==> src/rtl/aes_wddl_pkg.sv <==
// Shared types and sizes for the dual-rail (WDDL) AddRoundKey block.
package aes_wddl_pkg;

    localparam int COL_W   = 32;
    localparam int COL_NUM = 4;
    localparam int STATE_W = COL_W * COL_NUM;

    // Block phases: collect a column, precharge, present the state, clear.
    typedef enum logic [1:0] {
        ST_ACC  = 2'd0,
        ST_PRE  = 2'd1,
        ST_FULL = 2'd2,
        ST_CLR  = 2'd3
    } wddl_state_e;

    // Pick 32-bit word idx out of a 128-bit vector; word 0 is the top word.
    function automatic logic [COL_W-1:0] key_word(input logic [STATE_W-1:0] key,
                                                 input logic [1:0]         idx);
        key_word = key[STATE_W-1-COL_W*int'(idx) -: COL_W];
    endfunction

endpackage

==> src/rtl/wddl_xor2_8.sv <==
// Eight-bit WDDL XOR cell: both rails are built from positive AND/OR logic,
// so a 0/0 precharge on the inputs yields a 0/0 precharge on the outputs.
module wddl_xor2_8 (
    input  logic [7:0] a_p,
    input  logic [7:0] a_n,
    input  logic [7:0] b_p,
    input  logic [7:0] b_n,
    output logic [7:0] y_p,
    output logic [7:0] y_n
);

    // True rail is 1 when exactly one operand is 1; false rail when they agree.
    assign y_p = (a_p & b_n) | (a_n & b_p);
    assign y_n = (a_p & b_p) | (a_n & b_n);

endmodule

==> src/rtl/aes_addroundkey_wddl.sv <==
// Dual-rail AddRoundKey: collects four MixColumns columns, XORs each with
// the matching round-key word in WDDL form, and presents the 128-bit state.
// Handshake: a column moves when in_valid && in_ready on a rising clk edge;
// the state moves when out_valid && out_ready on a rising clk edge.
module aes_addroundkey_wddl
    import aes_wddl_pkg::*;
(
    input  logic               clk,
    input  logic               rst_n,
    input  logic [COL_W-1:0]   col_p,
    input  logic [COL_W-1:0]   col_n,
    input  logic               in_valid,
    output logic               in_ready,
    input  logic [STATE_W-1:0] key_p,
    input  logic [STATE_W-1:0] key_n,
    output logic [STATE_W-1:0] out_p,
    output logic [STATE_W-1:0] out_n,
    output logic               out_valid,
    input  logic               out_ready,
    output logic               rail_err,
    output logic [1:0]         dbg_state
);

    wddl_state_e        state;
    wddl_state_e        state_nxt;
    logic [1:0]         col_cnt;
    logic [STATE_W-1:0] reg_p;
    logic [STATE_W-1:0] reg_n;
    logic [COL_W-1:0]   kw_p;
    logic [COL_W-1:0]   kw_n;
    logic [COL_W-1:0]   xa_p;
    logic [COL_W-1:0]   xa_n;
    logic [COL_W-1:0]   xb_p;
    logic [COL_W-1:0]   xb_n;
    logic [COL_W-1:0]   xy_p;
    logic [COL_W-1:0]   xy_n;
    logic               accept;
    logic               col_bad;

    assign kw_p      = key_word(key_p, col_cnt);
    assign kw_n      = key_word(key_n, col_cnt);
    assign in_ready  = (state == ST_ACC);
    assign accept    = in_ready && in_valid;
    assign out_valid = (state == ST_FULL);
    assign dbg_state = state;

    // A bit whose two rails agree is not a valid dual-rail symbol.
    assign col_bad = (|(col_p ~^ col_n)) | (|(kw_p ~^ kw_n));

    // Cell inputs carry data only while collecting; everywhere else they sit
    // at the 0/0 precharge so every evaluation starts from the same level.
    always_comb begin
        xa_p = '0;
        xa_n = '0;
        xb_p = '0;
        xb_n = '0;
        if (state == ST_ACC) begin
            xa_p = col_p;
            xa_n = col_n;
            xb_p = kw_p;
            xb_n = kw_n;
        end
    end

    // One WDDL cell per byte of the column.
    for (genvar b = 0; b < COL_W / 8; b++) begin : g_byte
        wddl_xor2_8 u_xor (
            .a_p (xa_p[8*b +: 8]),
            .a_n (xa_n[8*b +: 8]),
            .b_p (xb_p[8*b +: 8]),
            .b_n (xb_n[8*b +: 8]),
            .y_p (xy_p[8*b +: 8]),
            .y_n (xy_n[8*b +: 8])
        );
    end

    // FSM state register.
    always_ff @(posedge clk or negedge rst_n) begin
        if (!rst_n) state <= ST_ACC;
        else        state <= state_nxt;
    end

    // FSM next-state: every column is followed by one precharge cycle.
    always_comb begin
        state_nxt = state;
        case (state)
            ST_ACC:  if (in_valid) state_nxt = ST_PRE;
            ST_PRE:  state_nxt = (col_cnt == 2'd3) ? ST_FULL : ST_ACC;
            ST_FULL: if (out_ready) state_nxt = ST_CLR;
            ST_CLR:  state_nxt = ST_ACC;
            default: state_nxt = ST_ACC;
        endcase
    end

    // Rail registers, column counter and sticky encoding-error flag.
    always_ff @(posedge clk or negedge rst_n) begin
        if (!rst_n) begin
            reg_p    <= '0;
            reg_n    <= '0;
            col_cnt  <= 2'd0;
            rail_err <= 1'b0;
        end else begin
            case (state)
                ST_ACC: begin
                    if (accept) begin
                        reg_p[STATE_W-1-COL_W*int'(col_cnt) -: COL_W] <= xy_p;
                        reg_n[STATE_W-1-COL_W*int'(col_cnt) -: COL_W] <= xy_n;
                        if (col_bad) rail_err <= 1'b1;
                    end
                end
                ST_PRE: begin
                    // The last column leaves the count at 3; it wraps in CLR.
                    if (col_cnt != 2'd3) col_cnt <= col_cnt + 2'd1;
                end
                ST_CLR: begin
                    reg_p   <= '0;
                    reg_n   <= '0;
                    col_cnt <= 2'd0;
                end
                default: ;
            endcase
        end
    end

    // Outputs stay precharged except while the full state is presented.
    always_comb begin
        out_p = '0;
        out_n = '0;
        if (state == ST_FULL) begin
            out_p = reg_p;
            out_n = reg_n;
        end
    end

endmodule

==> config.mk <==
export PLATFORM = sky130hd
export DESIGN_NAME = aes_addroundkey_wddl
export DESIGN_NICKNAME = d
export VERILOG_FILES = /design/src/rtl/aes_wddl_pkg.sv /design/src/rtl/wddl_xor2_8.sv /design/src/rtl/aes_addroundkey_wddl.sv
export SDC_FILE = /design/constraint.sdc
export NUM_CORES = 1
export LEC_CHECK = 0
export ABC_AREA = 1
export BUFFER_PORTS_ARGS = -buffer_cell sky130_fd_sc_hd__clkbuf_2
export CORE_AREA = 2 2 230 232
export CTS_BUF_LIST = sky130_fd_sc_hd__clkbuf_8
export CTS_CLUSTER_DIAMETER = 120
export DETAILED_ROUTE_END_ITERATION = 7
export DIE_AREA = 0 0 232 234
export GPL_TIMING_DRIVEN = 0
export SETUP_SLACK_MARGIN = 0.02
export SLEW_MARGIN = 5
export SYNTH_ARGS = -nofsm -noshare
export SYNTH_HDL_FRONTEND = slang
export SYNTH_SLANG_ARGS = --single-unit
==> constraint.sdc <==
create_clock -name clk -period 2.4 [get_ports clk]
set_input_delay 0.6 -clock clk [delete_from_list [all_inputs] [get_ports clk]]
set_output_delay 0.6 -clock clk [all_outputs]
set_load 0.01 [all_outputs]
Word-level counts from Yosys, hierarchy flattened:

Cells that the tools add are included.

* add/subtract/negate cells: 3
* multiply operators: 0
* div/mod/pow operators: 0
* order comparisons: 0
* equal/unequal tests: 9
* shifts and indexed selects: 5
* mux-type cells: 18
* bitwise logic cells: 27
* reduce and logical (&&, ||, !) cells: 10

Operators by type and width (number)
* two-way mux 128 bit: 4
* case mux 128 bit (2 select lines): 2
* indexed part select 159 x 8 -> 32 bit: 2
* indexed part select 32 x 33 -> 159 bit: 2
* bitwise mux 128 bit: 2
* variable shift 32 x 33 -> 159 bit (first input constant): 1
* AND 8 bit: 16
* two-way mux 32 bit: 4
* OR 8 bit: 8
* OR reduction 32 bit: 2
* XNOR 32 bit: 2
* negation 8 -> 33 bit: 1
* two-way mux 2 bit: 4
* case mux 2 bit (4 select lines): 1
* subtractor 7 x 7 -> 8 bit (first input constant): 1
* equality test 2 bit (second input constant): 3
* inequality test 2 bit (second input constant): 3
* AND reduction 2 bit: 3
* inequality test 2 x 1 -> 1 bit (second input constant): 2
* case mux 2 bit (2 select lines): 1
* nonzero test 2 bit: 2
* AND reduction 3 bit: 1
* adder 2 x 1 -> 2 bit (second input constant): 1
* equality test 2 x 1 -> 1 bit (second input constant): 1
* 3 further kinds: 3

* register bits after elaboration: 261
* latch bits: 0
* memory bits (writable): 0
* ROM bits: 0
* input bits: 324
* output and inout port bits: 261
* word-level logic and storage cells: 77
* memories kept: 0

Longest topological paths before layout:

Gate-level depths: netlist of run 1.

* depth after elaboration: 9
* mapped depth: 17
* depth with buffers taken out: 15

Cells and area by module:

From an unflattened synthesis of run 1, not the netlist that was laid out.

* cells, all modules: 2890
* area, all modules: 17815.8 um^2

Modules (own cells, without submodules)
* aes_addroundkey_wddl: instances 1, cells each 2698, area each 17095.1 um^2, sequential area each 6531.3 um^2
* wddl_xor2_8: instances 4, cells each 48, area each 180.2 um^2, sequential area each 0.0 um^2

Least setup slack after synthesis of run 1:

Ideal clock, no wire load.

* kind: register to register
* from: register col_cnt[0]
* to: register reg_n[100]
* setup time: 0.141 ns
* arrival time: 2.030 ns
* required time: 2.259 ns
* slack: 0.229 ns
* cell stages (with the launch flop): 11
* path buffers: 5
* period minus slack after synthesis: 2.171 ns
* cells stage by stage: dfrtp_1 buf_4 inv_4 buf_6 buf_4 clkbuf_1 ha_1 nand2_1 nand2_1 clkbuf_1 o22ai_1

* longest elaborated chain between the ends: 9
* elaborated cells between the ends (all ways): 23
* classes of those cells: add/sub: 2; shift: 4; mux: 5; bitwise: 12

RTL lines
* from (decl): RTL line aes_addroundkey_wddl.sv:26 `logic [1:0] col_cnt;`
* from (signal assigned): RTL line aes_addroundkey_wddl.sv:113 `if (col_cnt != 2'd3) col_cnt <= col_cnt + 2'd1;`
* subtractor 7 x 7 -> 8 bit *: RTL line aes_wddl_pkg.sv:19, aes_addroundkey_wddl.sv:107
* indexed part select 159 x 8 -> 32 bit: RTL line aes_wddl_pkg.sv:19 `key_word = key[STATE_W-1-COL_W*int'(idx) -: COL_W];`
* two-way mux 32 bit: RTL line aes_addroundkey_wddl.sv:57 `if (state == ST_ACC) begin`
* AND 8 bit: RTL line wddl_xor2_8.sv:14 `assign y_n = (a_p & b_p) | (a_n & b_n);`
* OR 8 bit: RTL line wddl_xor2_8.sv:14
* indexed part select 32 x 33 -> 159 bit: RTL line aes_addroundkey_wddl.sv:107 `reg_n[STATE_W-1-COL_W*int'(col_cnt) -: COL_W] <= xy_n;`
* bitwise mux 128 bit *: RTL line aes_addroundkey_wddl.sv:107
* two-way mux 128 bit *: RTL line aes_addroundkey_wddl.sv:105 `if (accept) begin`
* case mux 128 bit (2 select lines) *: RTL line aes_addroundkey_wddl.sv:103 `case (state)`
* to (signal, indexed assignment): RTL line aes_addroundkey_wddl.sv:107
* to (decl): RTL line aes_addroundkey_wddl.sv:28 `logic [STATE_W-1:0] reg_n;`

Mark *: on every way between the ends. The rest lies on a longest branch, timed or not. The select of a mux whose other input is x is not followed.
A chain may end at the register's enable or synchronous reset.

Final worst setup path of run 1:

* from: register state[0] (netlist: dbg_state[0])
* to: output out_n[125]

* longest elaborated chain between the ends: 2

RTL lines
* from (decl): RTL line aes_addroundkey_wddl.sv:24 `wddl_state_e state;`
* from (signal assigned): RTL line aes_addroundkey_wddl.sv:80 `else state <= state_nxt;`
* equality test 2 bit: RTL line aes_addroundkey_wddl.sv:129 `if (state == ST_FULL) begin`
* two-way mux 128 bit: RTL line aes_addroundkey_wddl.sv:129
* to (decl): RTL line aes_addroundkey_wddl.sv:17 `output logic [STATE_W-1:0] out_n,`

No other way between the ends.

==> results of run 1 <==
[cell families (layout without fill, tap and decap cells)]
family	after synthesis	in the layout	share of synthesized area (%)
AOI/OAI and AO/OA	323	323	12.62
and+or+nand+nor	1176	1176	30.59
other	0	12	0
adders and majority gates	4	4	0.3253
DFF	261	261	42.46
buffers and inverters	465	1192	12.18
xor gates and xnor gates	32	32	1.822
[final timing paths]
kind / from / endpoint / slack (ns) / cells after the start
worst max-delay path: dbg_state[0] / out_n[125] / -0.24 / 7
worst min-delay path: out_ready / dbg_state[0] / 0.21 / 3
worst max register to register: flip-flop / reg_n[5] / -0.10 / 8
worst min register to register: rail_err / rail_err / 0.48 / 2
max in group asynchronous: rst_n / dbg_state[0] / 0.87 / 3
min in group asynchronous: rst_n / reg_n[93] / 0.53 / 2
[per-stage QoR]
stage	cell area, µm²	total power [mW]
5_1_grt	24770	30.00
6_report	24770	28.75
4_1_cts	22750	26.59
2_1_floorplan	15380	12.86
3_5_place_dp	19250	18.75
3_3_place_gp	19170	18.64
[cell type report]
type	count	area share [%]
clock buffers	63	3.500
inverters	317	4.884
plain buffers	148	6.263
flip-flops and latches	261	26.37
well taps	688	3.475
clock inverters	19	0.3990
repair inverters	1	0.06566
diodes	12	0.1212
multi-input cells	1535	35.22
repair buffers	644	19.71
[power groups by stage]
stage	Clock (mW)	Combinational (mW)	Sequential, mW
5_1_grt	4.58	19.9	5.49
3_5_place_dp	0	13.3	5.49
6_report	4.38	18.9	5.43
4_1_cts	4.37	16.8	5.41
3_3_place_gp	0	13.2	5.48
2_1_floorplan	0	7.42	5.44
[registers in the layout, summed over array words and instances, names as in the netlist, named ones only]
name and count:
col_cnt 2, rail_err 1, dbg_state 1, reg_p 128
reg_n 128
[routing by layer]
layer / global-route usage (%) / routed length (µm)
met4: 10.58 / 4229
met1: 41.18 / 36440
met2: 54.66 / 44770
met5: 0 / 13
met3: 4.402 / 7185
[cells in the final DEF, fill, tap and decap left out, types with 6 or more instances in the layout]
cell type | Yosys | final
nand2_1 | 692 | 652
clkbuf_2 | 0 | 378
inv_1 | 300 | 305
dfrtp_1 | 261 | 260
o22ai_1 | 260 | 259
nand3_1 | 197 | 184
nor2_4 | 0 | 173
buf_6 | 7 | 167
buf_2 | 41 | 94
clkbuf_8 | 0 | 75
nor2_2 | 1 | 61
nor2_1 | 272 | 39
clkbuf_16 | 0 | 36
buf_4 | 6 | 35
xor2_1 | 32 | 32
nand2_2 | 0 | 31
o21ai_0 | 62 | 27
buf_12 | 0 | 24
o21ai_1 | 1 | 21
clkbuf_1 | 84 | 19
inv_2 | 15 | 18
o21ai_2 | 0 | 15
diode_2 | 0 | 12
nand4_1 | 12 | 12
nand3_2 | 0 | 12
clkbuf_4 | 0 | 11
buf_8 | 0 | 8
nand2_4 | 0 | 8
clkinv_2 | 0 | 6
[critical path, delay by kind of cell, from the launching register on]
kind,cells,cell delay (ns)
AND/OR/NAND/NOR,2,0.28
flip-flops,1,0.44
buffers and inverters,5,0.70
[what timing repair did]
item | 4_1_cts | 5_1_grt
gates cloned | 19 | 9
resized for setup | 590 | 613
buffers inserted | 22 | 8
hold buffers | 1 | 0
endpoints found under the hold margin | 55 | 0
endpoints found under the setup margin | 514 | 407
pin swaps | 7 | 24
==> results.toml, run 1 <==
[outcome]
outcome = "finished, violations left"
failed_checks = "negative setup slack"

[route]
drt_first_pass_iters = 5
num_vias = 19210
wire_per_inst_um = 25.12
wl_um = 92640
post_drt_via_cell_ratio = 5.210
drtIter0Drc = 1775
antenna_left = 0
drc_errors = 0

[timing]
rsz0062_at_grt = "true"
setup_ws_ns = -0.2392
tns_ns = -42.18
maxSlewViolCount = 0
hold_viol_final = 0
finalClockSkew_ns = 0.03658
fmax_ghz = 0.3789
relSlewSlack_pct = 44.22
max_slew.worst_pin.slew_ns = 0.8279
hold_slack_ns = 0.2095
finalCriticalPeriod_ns = 2.639
setup_viol = 279
fin_crit_sh_pct = 110.0

[cts]
clkLatencyLatePin_ns = 0.62
htree_levels = 2
clkTransAtPathRegs_ns = 0.07
cts_tree = "yes"
clock-sinks = 261
clockBufferDepth = 3
cts_root_buf = "clkbuf_8"
cts_made_buffers = 48

[pwr]
power_density_nw_per_um2 = 1161
power_frac_comb_pct = 65.9
switching_share_pct = 51.99
peakVddDrop_mv = 0.7930
power_switching_mw = 14.95
p_int_mw = 13.81
p_seq_share_pct = 18.9
power_frac_clock_pct = 15.2
leakage_nw = 11.83

[die]
coreArea_um2 = 52020
initial_utilization_pct = 29.57
die_h_um = 234
pin_count = 585
dieArea_um2 = 54290
die_x_um = 232
rows = 84

[placed_design]
portBuffers = 584
gp_congestion = 0.9243
dp_cells = 3536
dp_slack_ns = -1.152
dp_hpwl_um = 69250

[hold_path]
min_path_type = "input pin to flip-flop"

[critical_path]
worstSetupPathType = "flip-flop to output pin"
crit_arrival_ns = 2.04
cpMaxStageDelayCell = "dfrtp_2"
cp_cell_sequence = "nor2_4, buf_12, inv_12, clkbuf_16, buf_6, nor2_4, clkbuf_2"
crit_fanout = 8
cp-start-kind = "flip-flop"
critPathMaxStageDelay_ns = 0.44
cp-end-kind = "output pin"
critical_path_required_ns = 1.80
cpMostUsedCell = "nor2_4"

[synthesis]
synth_edf_count = 0
ys_seq_area_share_pct = 42.46
syn_nets = 2589
synth_common_cells = "nand2_1 (692), inv_1 (300), nor2_1 (272)"
ys_ff_latch = 261
synth_area_um2 = 15380
synthDistinctLibCells = 22
synth_flop_cell = "dfrtp_1"
yosys_warnings = 0
netlist_instances = 2261
yosys-top-cells-area = "dfrtp_1 (42%), nand2_1 (17%), o22ai_1 (11%)"
synth.most_common_cell = "nand2_1"
async_flop_share_pct = 100.0
synth.top_cell.area_share_pct = 42.46
syn_avg_cell_area_um2 = 6.804
yosysTopAreaCell = "dfrtp_1"

[global_route]
grtUsageTotal_pct = 31.82
grt_pass1_wl_um = 122900
overflow = 0
grt_max_degree = 106
grt_pass1_vias = 18070
grt_antenna_before_repair = 11

[cells_and_area]
final_core_util_pct = 47.62
seq_area_um2 = 6533
fin_cells = 3688
fin_nets = 3284
multi_input_area_um2 = 8725
synthToLayoutAreaGrowth_pct = 61.04
layout-drive-gt1-share_pct = 39.06
fillers = 5172

[flow_run]
maxCapViolCount = 0
Note: power is estimated with default switching activity, not from simulation.
==> run 2, diff against run 1 <==
Settings changed: REMOVE_ABC_BUFFERS set to 1.
==> results.toml, run 2 (same netlist as run 1, synthesis figures left out) <==
[outcome]
outcome = "finished, violations left"
failed_checks = "negative setup slack"

[route]
num_vias = 17980
post_drt_via_cell_ratio = 5.006
wire_per_inst_um = 20.37
wl_um = 73170
antenna_left = 0
drtIter0Drc = 1443
drc_errors = 0
drt_first_pass_iters = 5

[critical_path]
cpMostUsedCell = "buf_12"
worstSetupEndpoint = "out_p[45]"
worst_path_dominant_cell_family = "buffers and inverters"
cp-start-kind = "flip-flop"
cpMaxStageDelayCell = "dfrtp_2"
crit_fanout = 13
r2r_setup_slack_ns = -0.02
crit_arrival_ns = 1.96
rr_worst_depth = 8
worstSetupPathType = "flip-flop to output pin"
cp-end-kind = "output pin"
timing.rr.end = "reg_n[126]"
crit_buf_inv = 6
critical_path_required_ns = 1.80
critPathMaxStageDelay_ns = 0.42
path_depth = 8
cp_cell_sequence = "inv_2, nor2_4, buf_12, inv_16, buf_12, buf_16, nor2_2, buf_2"
reg2reg_from = "col_cnt[1]"

[cells_and_area]
mostFrequentLayoutCells = "nand2_1 (659), clkbuf_2 (438), inv_1 (317)"
final_common_cell = "nand2_1"
fillers = 5462
final_core_util_pct = 42.75
reg_top3 = "reg_n x128, reg_p x128, col_cnt x2"
layout-drive-gt1-share_pct = 32.25
fin_nets = 3198
synthToLayoutAreaGrowth_pct = 44.58
fin_cells = 3592

[die]
initial_utilization_pct = 29.57
rows = 84
die_h_um = 234
dieArea_um2 = 54290
coreArea_um2 = 52020
die_x_um = 232
pin_count = 585

[global_route]
grt_pass1_wl_um = 104100
grt_max_degree = 104
grt_pass1_vias = 16980
overflow = 0
grtUsageTotal_pct = 25.43
grt_antenna_before_repair = 2

[pwr]
peakVddDrop_mv = 0.8478
leakage_nw = 11.25
power_density_nw_per_um2 = 1118

[timing]
fmax_ghz = 0.3909
max_slew.worst_pin.slew_ns = 0.7646
relSlewSlack_pct = 48.49
setup_viol = 248
rsz0062_at_grt = "true"
maxSlewViolCount = 0
setup_ws_ns = -0.1585
fin_crit_sh_pct = 106.6
finalCriticalPeriod_ns = 2.559
finalClockSkew_ns = 0.01318
hold_viol_final = 0

[cts]
cts_tree = "yes"
clock-sinks = 261
htree_levels = 2
clockBufferDepth = 3
clkLatencyLatePin_ns = 0.59
clkTransAtPathRegs_ns = 0.06
cts_made_buffers = 49
cts_root_buf = "clkbuf_8"

[placed_design]
portBuffers = 584
dp_cells = 3416
dp_hpwl_um = 43520
gp_congestion = 0.8698

[flow_run]
maxCapViolCount = 0

[hold_path]
min_path_type = "input pin to flip-flop"
-- run 2: cell count changes in the layout (fill, tap and decap cells not counted), sizes merged --
| cell | previous run | this run |
|---|---|---|
| diode | 12 | 2 |
| clkinv | 8 | 4 |
| buf | 335 | 239 |
| bufbuf | 0 | 4 |
| nand4 | 13 | 14 |
| nor2 | 273 | 274 |
| inv | 327 | 345 |
| bufinv | 0 | 1 |
| clkbuf | 519 | 508 |
-- run 2: per-layer routing --
layer	share of wire (%)	vias to the layer above	track usage [%]	routed length (µm)
met5	0	-	0	0
met4	4.2	0	10.44	3064
li1	-	8467	-	-
met1	41	8556	32.37	30180
met2	47	785	42.25	34340
met3	7.6	173	5.034	5581
-- run 2: area by class of cell --
class	instances	area, µm²	area share [%]
diodes	2	5.005	0.02250
clock buffers	58	798.3	3.589
clock inverters	25	128.9	0.5794
inverters	317	1249	5.614
multi-input cells	1537	7610	34.21
flip-flops and latches	261	6541	29.41
well taps	688	860.8	3.870
repair buffers	694	4905	22.05
repair inverters	10	143.9	0.6469
-- run 2: what timing repair did --
item	in CTS	in global routing
hold buffers	1	0
setup buffers	50	5
hold endpoints to repair	56	0
gates cloned	29	10
resized for setup	134	267
pin swaps	13	24
setup endpoints to repair	516	361
-- run 2: per-stage QoR --
stage | setup WS (ns) | hold WS (ns) | TNS [ns] | power, mW | instance area [µm²]
final | -0.1585 | 0.2376 | -19.34 | 24.88 | 22240
after global routing | -0.2246 | 0.2381 | -40.31 | 26.44 | 22240
after CTS | -0.1528 | 0.1743 | -23.33 | 23.93 | 21640
after floorplan | -4.677 | 0.3044 | -1783.24 | 11.74 | 14700
after global placement | -12.02 | 0.4652 | -5300.86 | 12.74 | 18490
after detailed placement | -1.478 | 0.4953 | -278.55 | 16.50 | 19140
-- run 2: worst min path at each step --
| stage | depth (start not counted) | startpoint | end |
|---|---|---|---|
| CTS | 3 | out_ready | dbg_state[0] |
| floorplan | 0 | rst_n | asynchronous set/reset pin |
| finish | 3 | out_ready | dbg_state[0] |
| detailed placement | 2 | rail_err | rail_err |
| global route | 3 | out_ready | dbg_state[0] |
| global placement | 2 | rail_err | rail_err |
-- run 2: worst register-to-register path, stage by stage, from the launching register on --
cell and delay [ns]:
dfrtp_4 0.53, buf_16 0.17, inv_16 0.10, buf_16 0.17
ha_2 0.39, nand2_1 0.19, nand2_8 0.29, buf_12 0.27
o22ai_1 0.16
-- run 2: where the power goes --
part | switching (mW) | internal [mW] | total [mW]
clock | 1.93 | 2.27 | 4.20
combinational | 10.1 | 5.13 | 15.2
sequential | 0.247 | 5.20 | 5.45
